[src/rtl/bist_pkg.sv]
// Shared types and constants for the BIST pattern controller: FSM states,
// LFSR tap mask, MISR polynomial and signature width.
package bist_pkg;

    typedef enum logic [1:0] {
        ST_IDLE = 2'd0,
        ST_INIT = 2'd1,
        ST_RUN  = 2'd2,
        ST_DONE = 2'd3
    } bist_state_e;

    localparam int              LFSR_W    = 8;
    localparam int              SIG_W     = 16;
    localparam logic [LFSR_W-1:0] LFSR_TAPS = 8'hB8;
    localparam logic [SIG_W-1:0]  MISR_POLY = 16'h1021;

    // Fibonacci step: feedback is the XOR of the tapped bits, shifted in at bit 0.
    function automatic logic [LFSR_W-1:0] lfsr_next(input logic [LFSR_W-1:0] l);
        return {l[LFSR_W-2:0], ^(l & LFSR_TAPS)};
    endfunction

endpackage

[src/rtl/bist_misr.sv]
// 16-bit multiple-input signature register: shift with polynomial feedback,
// XOR in the zero-extended response word when enabled, synchronous clear.
module bist_misr
    import bist_pkg::*;
#(
    parameter int N_OUT = 1
) (
    input  logic             clk,
    input  logic             rst_n,
    input  logic             clr,
    input  logic             en,
    input  logic [N_OUT-1:0] din,
    output logic [SIG_W-1:0] sig
);

    logic [SIG_W-1:0] misr_q;
    logic [SIG_W-1:0] misr_d;

    always_comb begin
        misr_d = misr_q;
        if (clr) begin
            misr_d = '0;
        end else if (en) begin
            misr_d = {misr_q[SIG_W-2:0], 1'b0}
                   ^ (misr_q[SIG_W-1] ? MISR_POLY : '0)
                   ^ SIG_W'(din);
        end
    end

    always_ff @(posedge clk or negedge rst_n) begin
        if (!rst_n) begin
            misr_q <= '0;
        end else begin
            misr_q <= misr_d;
        end
    end

    assign sig = misr_q;

endmodule

[src/rtl/bist_pattern_ctrl.sv]
// BIST run controller: LFSR pattern source, MISR compactor and IDLE/INIT/RUN/DONE FSM.
// Define BIST_SIG_OUT_EN to export the final signature on port SIG.
module bist_pattern_ctrl
    import bist_pkg::*;
#(
    parameter int                N_IN     = 4,
    parameter int                N_OUT    = 1,
    parameter int                INIT_CYC = 4,
    parameter int                PATTERNS = 255,
    parameter logic [LFSR_W-1:0] SEED     = 8'h01,
    parameter logic [SIG_W-1:0]  GOLDEN   = 16'h0000
) (
    input  logic             CK,
    input  logic             RN,
    input  logic             START,
    output logic [N_IN-1:0]  PI,
    input  logic [N_OUT-1:0] PO,
    output logic             BUSY,
    output logic             DONE,
    output logic             PASS,
`ifdef BIST_SIG_OUT_EN
    output logic [SIG_W-1:0] SIG,
`endif
    output bist_state_e      STATE_DBG
);

    localparam int CNT_MAX = (INIT_CYC > PATTERNS) ? INIT_CYC : PATTERNS;
    localparam int CNT_W   = $clog2(CNT_MAX + 1);

    bist_state_e       state_q, state_d;
    logic [CNT_W-1:0]  cnt_q, cnt_d;
    logic [LFSR_W-1:0] lfsr_q, lfsr_d;
    logic [N_IN-1:0]   pi_q, pi_d;
    logic              misr_clr;
    logic              misr_en;
    logic [SIG_W-1:0]  misr_sig;

    // During RUN, lfsr_q always holds the pattern currently driven on PI, so the
    // response on PO and the MISR update in the same cycle belong together.
    always_comb begin
        state_d  = state_q;
        cnt_d    = cnt_q;
        lfsr_d   = lfsr_q;
        pi_d     = '0;
        misr_clr = 1'b0;
        misr_en  = 1'b0;
        case (state_q)
            ST_IDLE, ST_DONE: begin
                if (START) begin
                    state_d  = ST_INIT;
                    cnt_d    = '0;
                    lfsr_d   = SEED;
                    misr_clr = 1'b1;
                end
            end
            ST_INIT: begin
                if (cnt_q == CNT_W'(INIT_CYC - 1)) begin
                    state_d = ST_RUN;
                    cnt_d   = '0;
                    pi_d    = lfsr_q[N_IN-1:0];
                end else begin
                    cnt_d = cnt_q + CNT_W'(1);
                end
            end
            ST_RUN: begin
                misr_en = 1'b1;
                lfsr_d  = lfsr_next(lfsr_q);
                if (cnt_q == CNT_W'(PATTERNS - 1)) begin
                    state_d = ST_DONE;
                    cnt_d   = '0;
                end else begin
                    cnt_d = cnt_q + CNT_W'(1);
                    pi_d  = lfsr_d[N_IN-1:0];
                end
            end
            default: begin
                state_d = ST_IDLE;
            end
        endcase
    end

    always_ff @(posedge CK or negedge RN) begin
        if (!RN) begin
            state_q <= ST_IDLE;
            cnt_q   <= '0;
            lfsr_q  <= SEED;
            pi_q    <= '0;
        end else begin
            state_q <= state_d;
            cnt_q   <= cnt_d;
            lfsr_q  <= lfsr_d;
            pi_q    <= pi_d;
        end
    end

    bist_misr #(
        .N_OUT (N_OUT)
    ) u_misr (
        .clk   (CK),
        .rst_n (RN),
        .clr   (misr_clr),
        .en    (misr_en),
        .din   (PO),
        .sig   (misr_sig)
    );

    assign PI        = pi_q;
    assign BUSY      = (state_q == ST_INIT) || (state_q == ST_RUN);
    assign DONE      = (state_q == ST_DONE);
    assign PASS      = DONE && (misr_sig == GOLDEN);
    assign STATE_DBG = state_q;
`ifdef BIST_SIG_OUT_EN
    assign SIG       = DONE ? misr_sig : '0;
`endif

endmodule

[config.mk]
export PLATFORM = sky130hd
export DESIGN_NAME = bist_pattern_ctrl
export DESIGN_NICKNAME = d
export VERILOG_FILES = /design/src/rtl/bist_pkg.sv /design/src/rtl/bist_misr.sv /design/src/rtl/bist_pattern_ctrl.sv
export SDC_FILE = /design/constraint.sdc
export NUM_CORES = 1
export LEC_CHECK = 0
export BUFFER_PORTS_ARGS = -buffer_cell sky130_fd_sc_hd__buf_4
export CAP_MARGIN = 10
export CORE_MARGIN = 4
export CORE_UTILIZATION = 40
export CTS_CLUSTER_SIZE = 25
export DETAILED_ROUTE_END_ITERATION = 6
export GPL_TIMING_DRIVEN = 0
export PLACE_DENSITY = 0.6
export SYNTH_ARGS = -nofsm -noshare
export SYNTH_HDL_FRONTEND = slang
export SYNTH_SLANG_ARGS = --single-unit
[constraint.sdc]
create_clock -name CK -period 2.3 [get_ports CK]
set_input_delay 0.345 -clock CK [delete_from_list [all_inputs] [get_ports CK]]
set_output_delay 0.345 -clock CK [all_outputs]
set_load 0.05 [all_outputs]
==> results of run 1 <==
flip-flops by register name (all words and copies together), names as in the netlist:
signal and flops:
cnt_q 8, u_misr.sig 16, PI 4, STATE_DBG 2
lfsr_q 8
power breakdown:
| group | internal (µW) | switching (µW) | leakage (µW) |
|---|---|---|---|
| registers | 820 | 146 | 0.000513 |
| clock network | 245 | 223 | 0.0000455 |
| logic | 450 | 777 | 0.000440 |
| total | 1510 | 1150 | 0.000998 |
area by class of cell:
| cell class | instances | area (µm²) |
|---|---|---|
| plain buffers | 7 | 32.5 |
| clock buffers | 8 | 90.1 |
| fillers | 398 | 2280 |
| inverters | 5 | 18.8 |
| multi-input cells | 107 | 850 |
| flip-flops and latches | 38 | 955 |
| well taps | 52 | 65.1 |
| repair buffers | 12 | 90.1 |
per-layer routing:
layer | track usage (%) | wire (µm) | vias to the layer above | part of all wire (%)
met4 | 5.63 | 45 | 0 | 1.3
met3 | 3.83 | 164 | 5 | 4.9
met1 | 16.4 | 1580 | 609 | 47
met5 | 0 | 0 | - | 0
met2 | 21.2 | 1570 | 23 | 47
li1 | - | - | 595 | -
stage by stage:
step                      area (µm²)  std cells
after floorplan                 1860        157
after global placement          2010        221
after detailed placement        2010        221
after CTS                       2100        229
after global routing            2100        229
final                           2100        229
kinds of logic (layout without fill, tap and decap cells):
family / count (synthesis) / count (layout) / share of synthesized area [%]
mux: 15 / 15 / 8.29
compound gates: 28 / 28 / 14.1
flops: 38 / 38 / 52.2
fa+ha+maj: 6 / 6 / 4.11
xor+xnor: 12 / 12 / 5.76
simple gates: 46 / 46 / 12.7
buf+inv: 12 / 32 / 2.81
how the worst max path moves through the flow:
stage	from	endpoint	slack [ns]	depth (start not counted)
final	STATE_DBG[0]	PASS	0.18	5
after detailed placement	STATE_DBG[0]	PASS	0.46	5
after global routing	STATE_DBG[0]	PASS	0.003	5
after floorplan	STATE_DBG[0]	PASS	0.08	4
after global placement	STATE_DBG[0]	PASS	0.44	5
after CTS	STATE_DBG[0]	PASS	0.13	5
placed cells by master (no fill, tap or decap), drive strengths merged:
master / n
a211oi: 3
a21bo: 1
a21oi: 2
a22o: 14
a22oi: 4
and2: 2
and3: 2
buf: 15
clkbuf: 12
dfrtp: 37
dfstp: 1
ha: 6
inv: 5
mux2: 1
mux2i: 14
nand2: 2
nand2b: 1
nand3: 5
nand4: 2
nor2: 25
nor2b: 1
nor3: 1
nor4: 3
nor4b: 2
o21a: 1
o21ai: 2
o2bb2ai: 1
xnor2: 7
xor2: 5
==> results_dict.tcl, run 1 <==
set metrics [dict create \
    end_kind "primary output" \
    whs_ns 0.0128 \
    drt-initial-drc-count 70 \
    synth_top_area_cell "dfrtp_1" \
    place.gp.congestion 0.813 \
    arrival_ns 1.78 \
    synth_top_area_share_pct 50.7 \
    worst-setup-path-type "reg -> out" \
    drc_errors 0 \
    post-route-util_pct 47.9 \
    hp-class "in -> async" \
    crit_path_top_delay_cell "dfrtp_2" \
    max_slew_margin_pct 62.3 \
    synth_edf_count 0 \
    vdd.ir_drop.worst_v 0.000477 \
    r2r_start "STATE_DBG[0]" \
    fp.dieW_um 75.6 \
    power.leakage_uw 0.000998 \
    clock_sink_count 38 \
    setup_ws_ns 0.175 \
    avgSynthCellArea_um2 11.6 \
    cts_buffers 5 \
    cpPeakStageDelay_ns 0.43 \
    clk_pin_slew_ns 0.08 \
    worstReg2RegEnd "lfsr_q[0]" \
    post_drt_wl_per_cell_um 14.7 \
    viasPerCell 5.38 \
    cts-root-buf "clkbuf_8" \
    synth_ff_type "dfrtp_1" \
    die_h_um 75.6 \
    synthCells 157 \
    drive_above_1_share_pct 22.6 \
    grt_pass1_wl_mm 5.64 \
    cts_hold_buf 0 \
    cts.htree.levels 2 \
    n_antenna_cell 0 \
    port_buffers 12 \
    start_kind "flop" \
    vias 1232 \
    synth_seq_area_share_pct 52.2 \
    worst_pin_slew_ns 0.562 \
    cts_tree "done" \
    grt_overflow_total 0 \
    maxSlewViolCount 0 \
    synthArstFlopShare_pct 100 \
    path_cells "ha_4, nor4b_1, nand4_1, nor4_4, buf_4" \
    yosysWarnings 0 \
    post-cts-setup-buffers 0 \
    grt_max_degree 39 \
    initial_core_util_pct 41.6 \
    finalSetupViolations 0 \
    yosysUniqueCellTypes 36 \
    reg2reg_depth 8 \
    ff2ff_setup_slack_ns 0.47 \
    drtAntennaViolNets 0 \
    synth_fp_nets 167 \
    clock_latency_ns 0.29 \
    synth.most_common_cell "dfrtp_1" \
    path_delay_family "simple AND/OR/NAND/NOR gates" \
    total_power_uw 2660 \
    critical_path_buf_inv_count 1 \
    synth_commonest_cells "dfrtp_1, nor2_1, mux2i_1, a22o_1, xnor2_1" \
    synth_area_um2 1830 \
    pre_cts_ws_ns 0.457 \
    setup_tns_ns 0 \
    antenna_found_initial 0 \
    ios 13 \
    cts.repair.resized 0 \
    nets 186 \
    synth_area_leaders "dfrtp_1, mux2i_1, nor2_1, ha_1, a22o_1" \
    rows 24 \
    dr.pass1.iters 4 \
    fin_skew_ns 0.0135 \
    cp_max_fo 5 \
    track_usage_pct 13.1 \
    powerDensity_nw_per_um2 1270 \
    wl_mm 3.36 \
    clock_path_buffers 2 \
    core_um2 4380 \
    dp_hpwl_mm 2.37 \
    fmax_ghz 0.471 \
    finalCriticalPeriod_ns 2.12 \
    rsz0062_at_grt "false" \
    fin_crit_sh_pct 92.4 \
    grt_pass1_vias 1255 \
    ys_seq_elements 38 \
    final-hold-violation-count 0 \
    crit_required_ns 1.96 \
    area_growth_pct 15.1 \
    maxCapViolCount 0 \
    status "finished clean" \
    die_area_um2 5710 \
]
Power figures use the tool's default switching activity.
==> inputs of run 2 (changes only) <==
--- a/config.mk
+++ b/config.mk
@@ -5,6 +5,7 @@
 export SDC_FILE = /design/constraint.sdc
 export NUM_CORES = 1
 export LEC_CHECK = 0
+export ABC_CLOCK_PERIOD_IN_PS = 2300
 export BUFFER_PORTS_ARGS = -buffer_cell sky130_fd_sc_hd__buf_4
 export CAP_MARGIN = 10
 export CORE_MARGIN = 4
@@ -13,6 +14,7 @@
 export DETAILED_ROUTE_END_ITERATION = 6
 export GPL_TIMING_DRIVEN = 0
 export PLACE_DENSITY = 0.6
+export SETUP_SLACK_MARGIN = 0.5
 export SYNTH_ARGS = -nofsm -noshare
 export SYNTH_HDL_FRONTEND = slang
 export SYNTH_SLANG_ARGS = --single-unit
==> results_dict.tcl, run 2 (same netlist as run 1, synthesis figures left out) <==
set metrics [dict create \
    swShare_pct 41.2 \
    clock_latency_ns 0.29 \
    clk_pin_slew_ns 0.07 \
    clock_path_buffers 2 \
    r2r_start "STATE_DBG[1]" \
    drtAntennaViolNets 0 \
    path_delay_family "simple AND/OR/NAND/NOR gates" \
    cts.htree.levels 2 \
    place.gp.congestion 0.778 \
    area_growth_pct 22.8 \
    worst_pin_slew_ns 0.477 \
    end_kind "primary output" \
    grt_pass1_wl_mm 6.07 \
    viasPerCell 5.28 \
    nets 192 \
    vdd.ir_drop.worst_v 0.000596 \
    dr.pass1.iters 4 \
    ios 13 \
    hp-class "in -> async" \
    cts_buffers 5 \
    setup_tns_ns 0 \
    p_int_uw 1800 \
    drive_above_1_share_pct 31.1 \
    initial_core_util_pct 41.6 \
    p_switching_uw 1260 \
    grt_max_degree 39 \
    final_common_cell "dfrtp_1" \
    rsz0062_at_grt "true" \
    finalSetupViolations 0 \
    power_frac_seq_pct 31.8 \
    die_area_um2 5710 \
    core_um2 4380 \
    final-hold-violation-count 0 \
    post-route-util_pct 51.1 \
    drt-initial-drc-count 78 \
    grt_pass1_vias 1262 \
    maxSlewViolCount 0 \
    maxCapViolCount 0 \
    largest_register_ffs 16 \
    antenna_found_initial 0 \
    track_usage_pct 14.4 \
    crit_required_ns 1.96 \
    max_slew_margin_pct 68.2 \
    arrival_ns 1.59 \
    critical_path_buf_inv_count 1 \
    multiInputGateArea_um2 901 \
    power.leakage_uw 0.00106 \
    seq_area_um2 955 \
    cts_hold_buf 0 \
    wl_mm 3.54 \
    fin_skew_ns 0.00862 \
    worst-setup-path-type "reg -> out" \
    cts-root-buf "clkbuf_8" \
    grt_overflow_total 0 \
    dp_hpwl_mm 2.47 \
    ff2ff_setup_slack_ns 0.56 \
    port_buffers 12 \
    post_drt_wl_per_cell_um 15.1 \
    cts_tree "done" \
    status "finished clean" \
    stdcell_area_um2 2240 \
    reg2reg_depth 8 \
    worstReg2RegEnd "cnt_q[0]" \
    fmax_ghz 0.516 \
    place_area_um2 2030 \
    finalCriticalPeriod_ns 1.94 \
    crit_path_top_delay_cell "dfrtp_2" \
    fillers 405 \
    final_cell_mix "dfrtp_1, nor2_1, buf_4" \
    setup_ws_ns 0.361 \
    cp_max_fo 2 \
    fp.dieW_um 75.6 \
    cpPeakStageDelay_ns 0.40 \
    drc_errors 0 \
    power_frac_comb_pct 50.2 \
    n_antenna_cell 0 \
    fin_crit_sh_pct 84.3 \
    pre_cts_ws_ns 0.476 \
    powerDensity_nw_per_um2 1370 \
    clock_sink_count 38 \
    whs_ns 0.00366 \
    start_kind "flop" \
    path_cells "ha_4, nor4b_4, nand4_1, nor4_4, buf_6" \
    rows 24 \
    p_clk_share_pct 18.0 \
    die_h_um 75.6 \
    vias 1240 \
]
run 2: changes by cell type in the layout (fill, tap and decap cells not counted), sizes merged:
cell / change
clkinv: +2
inv: -1
clkbuf: -4
buf: +7
clkinvlp: +1
bufinv: +1
run 2: metal layers:
metal | up-vias | wire, µm | GRT usage, %
met2 | 20 | 1930 | 25.1
met1 | 611 | 1410 | 16.6
met4 | 0 | 51 | 5.24
met5 | - | 0 | 0
met3 | 6 | 149 | 4.49
li1 | 603 | - | -
run 2: per-stage QoR:
step | power, µW | std cells
6_report | 3060 | 235
5_1_grt | 3270 | 235
4_1_cts | 3030 | 234
3_5_place_dp | 2290 | 221
3_3_place_gp | 2240 | 221
2_1_floorplan | 1970 | 157
run 2: worst max path at each step:
stage / start / end / slack [ns] / depth (start not counted)
after detailed placement: STATE_DBG[0] / u_misr.sig[15] / 0.48 / 6
after CTS: STATE_DBG[0] / PASS / 0.32 / 5
after global routing: STATE_DBG[1] / PASS / 0.23 / 5
final: STATE_DBG[1] / PASS / 0.36 / 5
after global placement: STATE_DBG[0] / u_misr.sig[14] / 0.51 / 6
after floorplan: STATE_DBG[1] / PASS / 0.14 / 4
run 2: repair_timing:
| item | CTS | global route |
|---|---|---|
| setup buffers | 5 | 1 |
| resized for setup | 6 | 5 |
| setup endpoints to repair | 12 | 17 |
| pin swaps | 2 | 1 |
run 2: final cells by class:
class,count,area share (%)
timing repair buffer,18,6.70
multi-input combinational,107,40.2
clock inverter,3,1.79
buffer,7,1.73
clock buffer,5,3.07
sequential,38,42.6
tap,52,2.90
inverter,5,1.01
run 2: power groups by stage:
stage	logic (µW)	registers [µW]	clock network [µW]
after floorplan	933	1040	0
after global placement	1270	970	0
after detailed placement	1300	982	0
after CTS	1500	965	570
after global routing	1680	989	595
final	1530	973	552
==> inputs of run 3 (changes only) <==
--- a/config.mk
+++ b/config.mk
@@ -5,7 +5,7 @@
 export SDC_FILE = /design/constraint.sdc
 export NUM_CORES = 1
 export LEC_CHECK = 0
-export ABC_CLOCK_PERIOD_IN_PS = 2300
+export ABC_CLOCK_PERIOD_IN_PS = 1600
 export BUFFER_PORTS_ARGS = -buffer_cell sky130_fd_sc_hd__buf_4
 export CAP_MARGIN = 10
 export CORE_MARGIN = 4
@@ -13,7 +13,7 @@
 export CTS_CLUSTER_SIZE = 25
 export DETAILED_ROUTE_END_ITERATION = 6
 export GPL_TIMING_DRIVEN = 0
-export PLACE_DENSITY = 0.6
+export PLACE_DENSITY = 0.62
 export SETUP_SLACK_MARGIN = 0.5
 export SYNTH_ARGS = -nofsm -noshare
 export SYNTH_HDL_FRONTEND = slang
==> constraint.sdc (replaced) <==
create_clock -name CK -period 1.6 [get_ports CK]
set_input_delay 0.24 -clock CK [delete_from_list [all_inputs] [get_ports CK]]
set_output_delay 0.24 -clock CK [all_outputs]
set_load 0.05 [all_outputs]
==> results_dict.tcl, run 3 (same netlist as run 1, synthesis figures left out) <==
set metrics [dict create \
    worst-setup-path-type "reg -> out" \
    dp_hpwl_mm 2.41 \
    largest_register_ffs 16 \
    final_cell_mix "dfrtp_1, buf_6, buf_4" \
    clk_pin_slew_ns 0.08 \
    r2r_start "STATE_DBG[1]" \
    drc_errors 0 \
    grt_max_degree 39 \
    hp-class "in -> reg" \
    crit_required_ns 1.36 \
    cts_buffers 5 \
    crit_start "STATE_DBG[1]" \
    stdcell_area_um2 2640 \
    start_kind "flop" \
    viasPerCell 5.32 \
    maxSlewViolCount 0 \
    power_frac_comb_pct 59.0 \
    cp_max_fo 2 \
    drtAntennaViolNets 0 \
    area_growth_pct 44.3 \
    holdCritStartpoint "PO" \
    vias 1324 \
    clock_latency_ns 0.30 \
    max_slew_margin_pct 67.7 \
    power.leakage_uw 0.00118 \
    seq_area_um2 955 \
    p_switching_uw 2190 \
    place_area_um2 2040 \
    wl_mm 4.18 \
    grt_pass1_wl_mm 6.44 \
    n_antenna_cell 0 \
    drt-initial-drc-count 97 \
    fin_crit_sh_pct 121 \
    swShare_pct 41.9 \
    status "finished with violations" \
    violations "setup timing" \
    p_clk_share_pct 13.6 \
    antenna_found_initial 0 \
    post-route-util_pct 60.1 \
    rsz0062_at_grt "true" \
    final-hold-violation-count 0 \
    place.gp.congestion 0.786 \
    clock_sink_count 38 \
    fin_skew_ns 0.00733 \
    setup_ws_ns -0.331 \
    die_area_um2 5710 \
    post_drt_wl_per_cell_um 16.8 \
    fmax_ghz 0.518 \
    vdd.ir_drop.worst_v 0.000985 \
    grt_overflow_total 0 \
    rows 24 \
    finalSetupViolations 18 \
    port_buffers 12 \
    initial_core_util_pct 41.6 \
    power_frac_seq_pct 27.5 \
    drive_above_1_share_pct 53.3 \
    dr.pass1.iters 4 \
    cts.htree.levels 2 \
    fp.dieW_um 75.6 \
    grt_pass1_vias 1345 \
    multiInputGateArea_um2 1060 \
    cts-root-buf "clkbuf_8" \
    p_int_uw 3040 \
    core_um2 4380 \
    final_common_cell "dfrtp_1" \
    maxCapViolCount 0 \
    track_usage_pct 15.3 \
    nets 206 \
    arrival_ns 1.69 \
    end_kind "primary output" \
    finalCriticalPeriod_ns 1.93 \
    ios 13 \
    clock_path_buffers 2 \
    fillers 340 \
    cts_tree "done" \
    die_h_um 75.6 \
    powerDensity_nw_per_um2 1980 \
    worst_pin_slew_ns 0.485 \
]
[run 3: cell types whose count changed in the layout (fill, tap and decap cells not counted), moves of 3 or more]
cell,previous run,this run
nor2_1,24,10
buf_6,3,15
nor2_2,0,11
buf_8,1,8
a22oi_1,4,0
a22oi_2,0,4
a211oi_1,3,0
a211oi_2,0,3
buf_2,3,0
nor2_4,1,4
[run 3: stage by stage]
step	std cells	worst slack (ns)	total power [µW]	hold WS [ns]	TNS (ns)
floorplan	157	-0.459	2850	-0.0556	-3.28
global placement	221	-0.0953	3240	0.230	-0.403
detailed placement	221	-0.153	3300	0.239	-1.26
CTS	243	-0.318	4650	0.239	-1.48
global route	249	-0.383	5500	0.235	-4.09
finish	249	-0.331	5230	0.243	-2.89
[run 3: critical path, cell delays in order (launching register included)]
cell     delay, ns
dfrtp_2       0.42
ha_4          0.17
nor4b_4       0.20
nand4_1       0.20
nor4_4        0.20
buf_6         0.19
[run 3: routing by layer]
metal,GRT usage (%),wire [µm]
met5,0,0
met3,4.09,96
met4,6.41,87
met1,19.8,1880
met2,24.4,2110
[run 3: layout make-up]
class,count,area share [%]
multi-input combinational,107,40.4
sequential,38,36.2
timing repair buffer,32,12.5
buffer,7,3.85
clock buffer,6,3.13
tap,52,2.47
inverter,5,0.950
clock inverter,2,0.475
[run 3: power by group through the flow]
stage | clock network [µW] | logic [µW] | registers, µW
floorplan | 0 | 1360 | 1490
global placement | 0 | 1830 | 1400
detailed placement | 0 | 1890 | 1420
CTS | 710 | 2530 | 1400
global route | 753 | 3290 | 1460
finish | 709 | 3080 | 1440
[run 3: worst paths after layout]
path | to | slack [ns] | cells past startpoint
setup / recovery | PASS | -0.33 | 5
hold / removal | u_misr.sig[0] | 0.24 | 3
setup reg to reg | lfsr_q[0] | -0.18 | 9
hold reg to reg | lfsr_q[7] | 0.50 | 1
max in group asynchronous | STATE_DBG[0] | 0.78 | 2
min in group asynchronous | u_misr.sig[1] | 0.44 | 2
[run 3: what timing repair did]
item,CTS,global route
pin swaps,8,6
setup endpoints to repair,43,46
cloned,1,0
hold endpoints to repair,37,0
setup buffers,12,6
resized for setup,41,46
hold buffers,1,0
